--- config.mk ---
export PLATFORM = sky130hd
export DESIGN_NAME = conv_window_seq
export DESIGN_NICKNAME = d
export VERILOG_FILES = /design/src/rtl/conv_pkg.sv /design/src/rtl/conv_raster_ctr.sv /design/src/rtl/conv_window_seq.sv
export SDC_FILE = /design/constraint.sdc
export NUM_CORES = 1
export LEC_CHECK = 0
export CAP_MARGIN = 20
export CORE_ASPECT_RATIO = 0.75
export CORE_MARGIN = 2
export CORE_UTILIZATION = 61
export CTS_BUF_LIST = sky130_fd_sc_hd__clkbuf_8
export CTS_CLUSTER_DIAMETER = 200
export DETAILED_ROUTE_END_ITERATION = 10
export PLACE_DENSITY = 0.81
export SYNTH_ARGS = -nofsm -noshare
export SYNTH_HDL_FRONTEND = slang
export SYNTH_HIERARCHICAL = 1
export SYNTH_SLANG_ARGS = --single-unit
--- constraint.sdc ---
create_clock -name clk -period 4.5 [get_ports clk]
set_input_delay 0.9 -clock clk [delete_from_list [all_inputs] [get_ports clk]]
set_output_delay 0.9 -clock clk [all_outputs]
set_load 0.01 [all_outputs]
--- src/rtl/conv_pkg.sv ---
// conv_pkg: shared sizing, types and helpers for the 5x5 convolution window
// sequencer.
//   IMAGE_MAX_W / IMAGE_H : largest supported row width and fixed frame height
//   coord_t               : row/column coordinate (COORD_W bits)
//   kernel_pos_t          : per-neighbour "outside the image" flags
//   state_t               : sequencer FSM states
//   calcPos()             : edge-flag evaluation for one centre coordinate
package conv_pkg;

  localparam int IMAGE_MAX_W  = 1920;
  localparam int IMAGE_H      = 1080;
  localparam int COORD_W      = $clog2(IMAGE_MAX_W);
  localparam int KERNEL_POS_W = 8;

  typedef logic [COORD_W-1:0] coord_t;
  typedef logic [7:0]         pixel_t;

  // MSB first: west 2/1, east 2/1, north 2/1, south 2/1.
  typedef struct packed {
    logic w2;
    logic w1;
    logic e2;
    logic e1;
    logic n2;
    logic n1;
    logic s2;
    logic s1;
  } kernel_pos_t;

  typedef enum logic [1:0] {
    S_IDLE,
    S_FILL,
    S_RUN,
    S_FLUSH
  } state_t;

  localparam coord_t MIN_W    = coord_t'(5);
  localparam coord_t MAX_W    = coord_t'(IMAGE_MAX_W);
  localparam coord_t LAST_ROW = coord_t'(IMAGE_H - 1);

  // A flag is set when that neighbour of (row, col) falls outside the frame.
  // Width is at least 5, so width-3 never underflows.
  function automatic kernel_pos_t calcPos(input coord_t row, input coord_t col,
                                          input coord_t width);
    kernel_pos_t p;
    p.w2 = (col < coord_t'(2));
    p.w1 = (col < coord_t'(1));
    p.e2 = (col > (width - coord_t'(3)));
    p.e1 = (col > (width - coord_t'(2)));
    p.n2 = (row < coord_t'(2));
    p.n1 = (row < coord_t'(1));
    p.s2 = (row > (LAST_ROW - coord_t'(2)));
    p.s1 = (row > (LAST_ROW - coord_t'(1)));
    return p;
  endfunction

endpackage

--- src/rtl/conv_raster_ctr.sv ---
// conv_raster_ctr: raster-order column/row counter.
//   clk, arst_n : clock, asynchronous active-low reset
//   i_clr       : synchronous clear back to (0,0)
//   i_adv       : advance one position in raster order
//   i_width     : row width; column wraps to 0 after i_width-1
//   o_col/o_row : current position
// The row wraps after the last frame row so a counter left running never
// walks outside the frame.
module conv_raster_ctr
  import conv_pkg::*;
(
  input  logic   clk,
  input  logic   arst_n,
  input  logic   i_clr,
  input  logic   i_adv,
  input  coord_t i_width,
  output coord_t o_col,
  output coord_t o_row
);

  coord_t r_col;
  coord_t r_row;
  logic   w_colLast;
  logic   w_rowLast;

  assign w_colLast = (r_col == (i_width - coord_t'(1)));
  assign w_rowLast = (r_row == LAST_ROW);

  // Clear has priority over advance so a new frame always starts at (0,0).
  always_ff @(posedge clk or negedge arst_n) begin
    if (!arst_n) begin
      r_col <= '0;
      r_row <= '0;
    end else if (i_clr) begin
      r_col <= '0;
      r_row <= '0;
    end else if (i_adv) begin
      if (w_colLast) begin
        r_col <= '0;
        r_row <= w_rowLast ? '0 : (r_row + coord_t'(1));
      end else begin
        r_col <= r_col + coord_t'(1);
      end
    end
  end

  assign o_col = r_col;
  assign o_row = r_row;

endmodule

--- src/rtl/conv_window_seq.sv ---
// conv_window_seq: sequences a raster pixel stream into 5x5 window centres.
//   clk, arst_n        : clock, asynchronous active-low reset
//   start, cfg_w       : frame start pulse and row width (5..IMAGE_MAX_W)
//   s_valid/s_ready    : input pixel handshake, s_eol marks end of row
//   lb_push, lb_col    : line-buffer write strobe and column of pushed pixel
//   m_valid/m_ready    : centre output handshake
//   m_pos, m_row, m_col: edge flags and coordinates of the current centre
//   busy, done, err    : not-idle, end-of-frame pulse, sticky error
// The first centre needs 2 rows + 2 pixels of look-ahead (L = 2W+2). The L-th
// pixel produces centre (0,0), every later pixel produces the next centre,
// and after the final pixel the remaining centres are drained in FLUSH.
module conv_window_seq
  import conv_pkg::*;
(
  input  logic               clk,
  input  logic               arst_n,
  input  logic               start,
  input  logic [COORD_W-1:0] cfg_w,
  input  logic               s_valid,
  output logic               s_ready,
  input  logic               s_eol,
  output logic               lb_push,
  output logic [COORD_W-1:0] lb_col,
  output logic               m_valid,
  input  logic               m_ready,
  output kernel_pos_t        m_pos,
  output logic [COORD_W-1:0] m_row,
  output logic [COORD_W-1:0] m_col,
  output logic               busy,
  output logic               done,
  output logic               err
);

  state_t      r_state;
  coord_t      r_width;
  logic        r_mValid;
  kernel_pos_t r_mPos;
  coord_t      r_mRow;
  coord_t      r_mCol;
  logic        r_done;
  logic        r_err;

  logic   w_sReady;
  logic   w_push;
  logic   w_load;
  logic   w_startOk;
  logic   w_fillEnd;
  logic   w_inColLast;
  logic   w_inLast;
  logic   w_mLast;
  coord_t w_inCol;
  coord_t w_inRow;
  coord_t w_ctrCol;
  coord_t w_ctrRow;

  assign w_startOk = (r_state == S_IDLE) && start &&
                     (cfg_w >= MIN_W) && (cfg_w <= MAX_W);

  // Input-side position: column of the pixel currently offered.
  conv_raster_ctr u_inCtr (
    .clk     (clk),
    .arst_n  (arst_n),
    .i_clr   (w_startOk),
    .i_adv   (w_push),
    .i_width (r_width),
    .o_col   (w_inCol),
    .o_row   (w_inRow)
  );

  // Centre-side position: the next centre to be registered on the output.
  conv_raster_ctr u_ctrCtr (
    .clk     (clk),
    .arst_n  (arst_n),
    .i_clr   (w_startOk),
    .i_adv   (w_load),
    .i_width (r_width),
    .o_col   (w_ctrCol),
    .o_row   (w_ctrRow)
  );

  assign w_inColLast = (w_inCol == (r_width - coord_t'(1)));
  assign w_inLast    = w_inColLast && (w_inRow == LAST_ROW);
  // Pixel index 2W+1 (the L-th pixel) sits at row 2, column 1.
  assign w_fillEnd   = (w_inRow == coord_t'(2)) && (w_inCol == coord_t'(1));
  assign w_mLast     = r_mValid && (r_mRow == LAST_ROW) &&
                       (r_mCol == (r_width - coord_t'(1)));

  // Input is only taken while filling, or in RUN when the output slot is
  // empty or being emptied this cycle.
  always_comb begin
    w_sReady = 1'b0;
    case (r_state)
      S_FILL:  w_sReady = 1'b1;
      S_RUN:   w_sReady = ~r_mValid | m_ready;
      default: w_sReady = 1'b0;
    endcase
  end

  assign w_push = s_valid & w_sReady;

  // A new centre is loaded on the closing fill pixel, on every RUN pixel, and
  // in FLUSH whenever the slot frees up until the final centre is out.
  always_comb begin
    w_load = 1'b0;
    case (r_state)
      S_FILL:  w_load = w_push & w_fillEnd;
      S_RUN:   w_load = w_push;
      S_FLUSH: w_load = (~r_mValid | m_ready) & ~w_mLast;
      default: w_load = 1'b0;
    endcase
  end

  // Sequencer FSM with registered centre outputs, done pulse and sticky err.
  always_ff @(posedge clk or negedge arst_n) begin
    if (!arst_n) begin
      r_state  <= S_IDLE;
      r_width  <= '0;
      r_mValid <= 1'b0;
      r_mPos   <= '0;
      r_mRow   <= '0;
      r_mCol   <= '0;
      r_done   <= 1'b0;
      r_err    <= 1'b0;
    end else begin
      r_done <= 1'b0;

      if (w_load) begin
        r_mValid <= 1'b1;
        r_mPos   <= calcPos(w_ctrRow, w_ctrCol, r_width);
        r_mRow   <= w_ctrRow;
        r_mCol   <= w_ctrCol;
      end else if (r_mValid && m_ready) begin
        r_mValid <= 1'b0;
      end

      // Row framing mismatch is flagged but the counters keep going.
      if (w_push && (s_eol != w_inColLast)) begin
        r_err <= 1'b1;
      end

      case (r_state)
        S_IDLE: begin
          if (start) begin
            if (w_startOk) begin
              r_width <= cfg_w;
              r_err   <= 1'b0;
              r_state <= S_FILL;
            end else begin
              r_err <= 1'b1;
            end
          end
        end
        S_FILL: begin
          if (w_push && w_fillEnd) r_state <= S_RUN;
        end
        S_RUN: begin
          if (w_push && w_inLast) r_state <= S_FLUSH;
        end
        S_FLUSH: begin
          if (w_mLast && m_ready) begin
            r_state <= S_IDLE;
            r_done  <= 1'b1;
          end
        end
        default: r_state <= S_IDLE;
      endcase
    end
  end

  assign s_ready = w_sReady;
  assign lb_push = w_push;
  assign lb_col  = w_inCol;
  assign m_valid = r_mValid;
  assign m_pos   = r_mPos;
  assign m_row   = r_mRow;
  assign m_col   = r_mCol;
  assign busy    = (r_state != S_IDLE);
  assign done    = r_done;
  assign err     = r_err;

endmodule

==> impl_metrics.csv <==
group,metric,value,unit
yosys,synth_cells,763,
drt,wire_per_inst,21.0,microns
worst_setup_path,worstPathArrival,4.06,ns
worst_setup_path,endpoint_kind,"flip-flop",
drt,ant_nets,0,
floorplanning,core,11100,sq um
yosys,ys_top_cells_by_area,"dfrtp_1 32%, ha_1 6.6%, xnor2_1 6.2%",
yosys,synthTopCellsByCount,"90 x dfrtp_1, 50 x xnor2_1, 49 x nand2_1",
drt,drcViolationCount,0,
worst_setup_path,critPathLaunch,"r_width[0]",
cells_and_area,num_antenna_cells,0,
min_path,holdCritPathClass,"reg -> reg",
yosys,ys_ff_latch,90,
worst_setup_path,path_cells,"inv_1, ha_1, or3b_1, o21ai_0, a32oi_1, a21oi_1, nor2_1, a211oi_4, nand4_1, buf_4, or3_1, o31ai_1",
yosys,syn-num-nets,817,
run_status,status,"finished, final reports clean",
yosys,synth_largest_area_cell,"dfrtp_1",
cells_and_area,syn2layout_area_growth,13.3,%
drt,routed_wl,20.2,mm
clocking,worst_skew_pair.late_latency,0.37,ns
placed_design,place.gp.congestion,0.946,
yosys,synthDistinctLibCells,71,
clocking,h-tree-depth,3,
sta,relSlewSlack,0.406,
worst_setup_path,cp.depth,12,
cells_and_area,nNetsFinal,871,
power,leakage,3.16,nW
cells_and_area,fin_util,0.718,
clocking,cts_hold_buf,0,
clocking,cts-root-buf,"clkbuf_8",
clocking,cts.sinks,90,
global_routing,grt_pass1_vias,6418,
global_routing,grt_first_pass_wirelength,33.1,mm
worst_setup_path,setup.worst_path.end,"u_ctrCtr/o_row[10]",
yosys,yosysWarnings,6,
cells_and_area,fillerInstances,850,
worst_setup_path,cp_max_fo,12,
floorplanning,die_h,97.1,microns
worst_setup_path,start_kind,"flip-flop",
sta,clock_skew,0.0110,ns
yosys,synth-async-reset-ratio,1.00,
sta,rsz0062_at_grt,"no",
yosys,synth.most_common_cell,"dfrtp_1",
worst_setup_path,crit_buf_inv,2,
worst_setup_path,cp_slowest_cell,"or3_1",
floorplanning,dieArea,12400,sq um
drt,num_vias,6570,
sta,hold_viol_final,0,
yosys,synth_top_area_share,0.320,
sta,max_freq,264,MHz
floorplanning,io_pins,64,
sta,setup_viol_count_final,0,
worst_setup_path,r2r_end,"u_ctrCtr/o_row[10]",
worst_setup_path,r2r_start,"r_width[0]",
power,power_density,577,nW/um^2
clocking,cts_tree,"done",
worst_setup_path,cp.required,4.77,ns
floorplanning,fp-row-count,33,
yosys,synthFlopType,"dfrtp_1",
clocking,cts_resized,0,
drt,dr.pass1.iters,5,
drt,via_per_inst,6.84,
power,p_total,0.00461,W
yosys,yosysSeqAreaShare,0.320,
clocking,clockBufferDepth,2,
global_routing,overflow,0,
yosys,syn_area_per_cell,9.23,sq um
sta,tns,0,ns
drt,drt_iter0_markers,791,
yosys,synth_edf_count,0,
worst_setup_path,critPathTopFamily,"compound AO/OA/AOI/OAI gates",
global_routing,grt_usage,0.332,
power,peakVddDrop,0.246,mV
clocking,path_clk_slew,0.09,ns
placed_design,post-dp-hpwl,14.3,mm
clocking,postCtsSetupBuffers,0,
sta,slew_viol_final,0,
cells_and_area,final_layout_size_suffix_gt1_frac,0.106,
floorplanning,fp.dieW,128,microns
worst_setup_path,r2r_setup_slack,0.71,ns
sta,worst_slew_pin_slew,0.891,ns
worst_setup_path,reg2reg_depth,12,
worst_setup_path,slowest_delay,0.48,ns
clocking,cts_buffers,9,
sta,post-route-period-util,0.841,
floorplanning,initial_core_util,0.634,
yosys,netlist_area,7040,sq um
placed_design,io_buffer_count,63,
flow_run,cap_violations,0,
global_routing,grt_max_degree,71,
sta,post-route-min-period,3.79,ns
global_routing,antenna_found_initial,0,
worst_setup_path,crit_type,"reg -> reg",
[worst min path at each step]
stage / end / cells past startpoint / slack [ns] / from
floorplan: u_inCtr/o_row[10] / 1 / 0.47 / u_inCtr/o_row[10]
global placement: m_pos[5] / 1 / 0.50 / m_pos[5]
detailed placement: m_pos[0] / 1 / 0.50 / m_pos[0]
CTS: m_pos[0] / 1 / 0.53 / m_pos[0]
global route: m_pos[0] / 1 / 0.55 / m_pos[0]
finish: m_pos[0] / 1 / 0.53 / m_pos[0]
[flip-flops by register name, indices dropped and copies added (netlist names), 2 cells and up]
| name | flops |
|---|---|
| r_state | 2 |
| m_pos | 8 |
| u_inCtr/o_row | 11 |
| m_col | 11 |
| u_ctrCtr/o_col | 11 |
| u_ctrCtr/o_row | 11 |
| u_inCtr/o_col | 11 |
| r_width | 11 |
| m_row | 11 |
[per-layer routing]
metal	routed length, microns	global-route usage	share of wire
met1	8560	0.475	0.42
met2	9440	0.509	0.47
met3	1830	0.0738	0.091
met4	401	0.0938	0.020
met5	0	0	0
[placed cells by master (no fill, tap or decap), types with 24 or more instances in the layout]
cell / instances
mux2_4: 27
nand2b_1: 25
o21ai_0: 39
nor3_1: 29
nor2_1: 47
clkdlybuf4s50_1: 62
xnor2_1: 50
ha_1: 37
dfrtp_1: 90
inv_1: 26
nand3_1: 24
nand2_1: 49
xor2_1: 28
[kinds of logic after synthesis]
kind of cell	share of synthesized area
AND/OR/NAND/NOR	0.244
AO/OA/AOI/OAI	0.153
flip-flops	0.320
XOR/XNOR	0.100
buffers and inverters	0.0412
multiplexers	0.0762
adder cells (fa/ha/maj)	0.0657
[area by class of cell]
class,instances,area (sq um),area share
multi-input combinational,611,4510,0.565
sequential,90,2250,0.282
timing repair buffer,80,756,0.0947
tap,140,175,0.0220
clock buffer,9,124,0.0155
inverter,25,93.8,0.0118
clock inverter,6,67.6,0.00847
[stage by stage]
stage	std cells	worst slack (ns)	hold slack, ns	area [sq um]
CTS	961	0.780	0.530	7980
global placement	946	0.661	0.497	7790
floorplan	763	0.727	0.475	7040
global route	961	0.414	0.549	7980
detailed placement	946	0.524	0.503	7790
finish	961	0.714	0.525	7980
[where the power goes]
group	total [W]	leakage (nW)	switching, W	internal (W)
clock	0.000561	0.103	0.000303	0.000258
sequential	0.00128	1.18	0.000340	0.000941
combinational	0.00276	1.88	0.00156	0.00121
total	0.00461	3.16	0.00220	0.00241
No activity file was read; power rests on OpenSTA's default activity.
==> edit, RTL diff (same flow settings) <==
Register the input `cfg_w` before use. The logic sees it one clock later. The other inputs are not delayed to match.
--- a/src/rtl/conv_window_seq.sv
+++ b/src/rtl/conv_window_seq.sv
@@ -33,2 +33,8 @@
 
+  logic [COORD_W-1:0] cfg_w_q;
+
+  always_ff @(posedge clk) begin
+    cfg_w_q <= cfg_w;
+  end
+
   state_t      r_state;
@@ -56,3 +62,3 @@
   assign w_startOk = (r_state == S_IDLE) && start &&
-                     (cfg_w >= MIN_W) && (cfg_w <= MAX_W);
+                     (cfg_w_q >= MIN_W) && (cfg_w_q <= MAX_W);
 
@@ -144,3 +150,3 @@
             if (w_startOk) begin
-              r_width <= cfg_w;
+              r_width <= cfg_w_q;
               r_err   <= 1'b0;
Behaviour: not the same (a bounded check fails within 4 cycles, from zero or initial values and one cycle with arst_n low).
==> edit against the original RTL <==
  * Non-clock buffer count is 1 higher
  * Cell count is 5.7% higher
  * Synthesized area is 6.0% higher
  * Cell area is 4.5% higher
  * Count of clock-buffer cells in the layout stayed put
  * Largest cell class unchanged
  * Utilization is 1.1 points lower
  * Worst setup slack worse by 290 ps
  * Wire length is 5.8% higher
  * Sequential cell count is 11 higher
Power is not compared: it rests on default switching activity, and its combinational part moved more than twofold at a synthesized area within 25%.
==> edit: results <==
metrics = {
    "logic_synthesis": {
        "yosys-top-cells-count": "dfrtp_1 (90), nor2_1 (53), nand2_1 (47), xnor2_1 (42)",
        "synth_fp_nets": 856,
        "seq_area_frac_synth_pct": 33.1,
        "syn_area_per_cell_um2": 9.31,
        "ys_warn_count": 6,
        "synth-async-reset-ratio_pct": 89.1,
        "synthTopCellsByArea": "dfrtp_1 (30%), ha_1 (6.2%), xnor2_1 (4.9%)",
        "synthDistinctLibCells": 77,
    },
    "layout": {
        "final_cells": 1016,
        "layout.nets": 903,
        "drive_gt1_share_pct": 10.9,
        "nFillCells": 905,
    },
    "grt": {
        "grtUsageMet2_pct": 49.4,
        "antenna_found_initial": 0,
        "first_global_vias": 6675,
        "grt_max_degree": 61,
        "gr-usage-met1_pct": 47.9,
        "track_usage_pct": 33.1,
        "grt_pass1_wl_mm": 34.9,
        "use_met3_pct": 7.12,
    },
    "critical_path": {
        "reg2reg_slack_ps": 420,
        "critPathArrivalTime_ps": 4370,
        "rr_worst_depth": 11,
        "slowest_stage": "or3_1",
        "slowest_delay_ps": 640,
        "cpLargestDelayFamily": "simple AND/OR/NAND/NOR gates",
    },
    "run_status": {
        "run_status": "complete, no violations",
    },
    "placement": {
        "placed_area_um2": 8150,
        "io_buffers": 63,
        "dp_hpwl_mm": 15.0,
        "pre_cts_slack_ps": 460,
        "routabilityCongestion": 0.963,
    },
    "timing": {
        "holdWs_ps": 513,
        "max_slew.worst_pin.slew_ps": 976,
        "fin_skew_ps": 17.6,
    },
    "worst_hold_path": {
        "holdCritStartpoint": "cfg_w_q[6]$_DFF_P_",
        "min_to": "r_width[6]$_DFFE_PN0P_",
        "holdPathStages": 2,
    },
    "detailed_routing": {
        "first_pass_iters": 5,
        "drt_first_iter_violations": 758,
        "avgViaCountPerCell": 6.79,
        "finalWirelength_mm": 21.4,
    },
    "cts": {
        "clock-root-buffer": "clkbuf_8",
        "cts.reportedPaths.clkPinSlew_ps": 110,
        "clk_latency_ps": 390,
        "cts.path.max_buffers": 2,
    },
    "pwr": {
        "vdd_drop_max_uv": 204,
    },
}
-- edit: logic make-up (layout without fill, tap and decap cells) --
kind of cell / Yosys count / after routing / synth area share [%]
buf+inv: 72 / 124 / 5.11
compound gates: 166 / 166 / 15.7
flops: 101 / 101 / 33.1
simple gates: 312 / 312 / 23.3
xor+xnor: 74 / 74 / 9.34
mux: 40 / 40 / 7.16
fa+ha+maj: 37 / 37 / 6.20
-- edit: cell type report --
class	count	area share (%)
clock inverters	7	0.706
well taps	162	2.43
inverters	27	1.22
repair buffers	81	9.16
clock buffers	9	1.49
multi-input cells	629	55.3
flip-flops and latches	101	29.7
-- edit: worst max-delay path by stage --
stage / start / end / slack (ps) / cells after the start
detailed placement: m_ready / u_ctrCtr/o_row[2]$_DFFE_PN0P_ / 460 / 10
global placement: m_ready / u_ctrCtr/o_row[10]$_DFFE_PN0P_ / 670 / 10
finish: r_width[0]$_DFFE_PN0P_ / u_ctrCtr/o_row[10]$_DFFE_PN0P_ / 420 / 11
CTS: r_width[0]$_DFFE_PN0P_ / u_ctrCtr/o_row[2]$_DFFE_PN0P_ / 480 / 11
global route: r_width[4]$_DFFE_PN0P_ / u_ctrCtr/o_row[2]$_DFFE_PN0P_ / 90 / 10
floorplan: r_width[0]$_DFFE_PN0P_ / u_ctrCtr/o_row[10]$_DFFE_PN0P_ / 930 / 14
-- edit: metal layers --
| layer | vias to the layer above | part of all wire (%) |
|---|---|---|
| met3 | 55 | 9.2 |
| met2 | 403 | 43 |
| met4 | 0 | 2.2 |
| met1 | 3354 | 45 |
| li1 | 3088 | - |
| met5 | - | 0 |
-- edit: power breakdown --
part	switching (uW)	total, uW	internal [uW]	leakage, uW
clock network	350	559	209	0.0000933
logic	683	1180	499	0.00203
registers	165	1130	964	0.00129
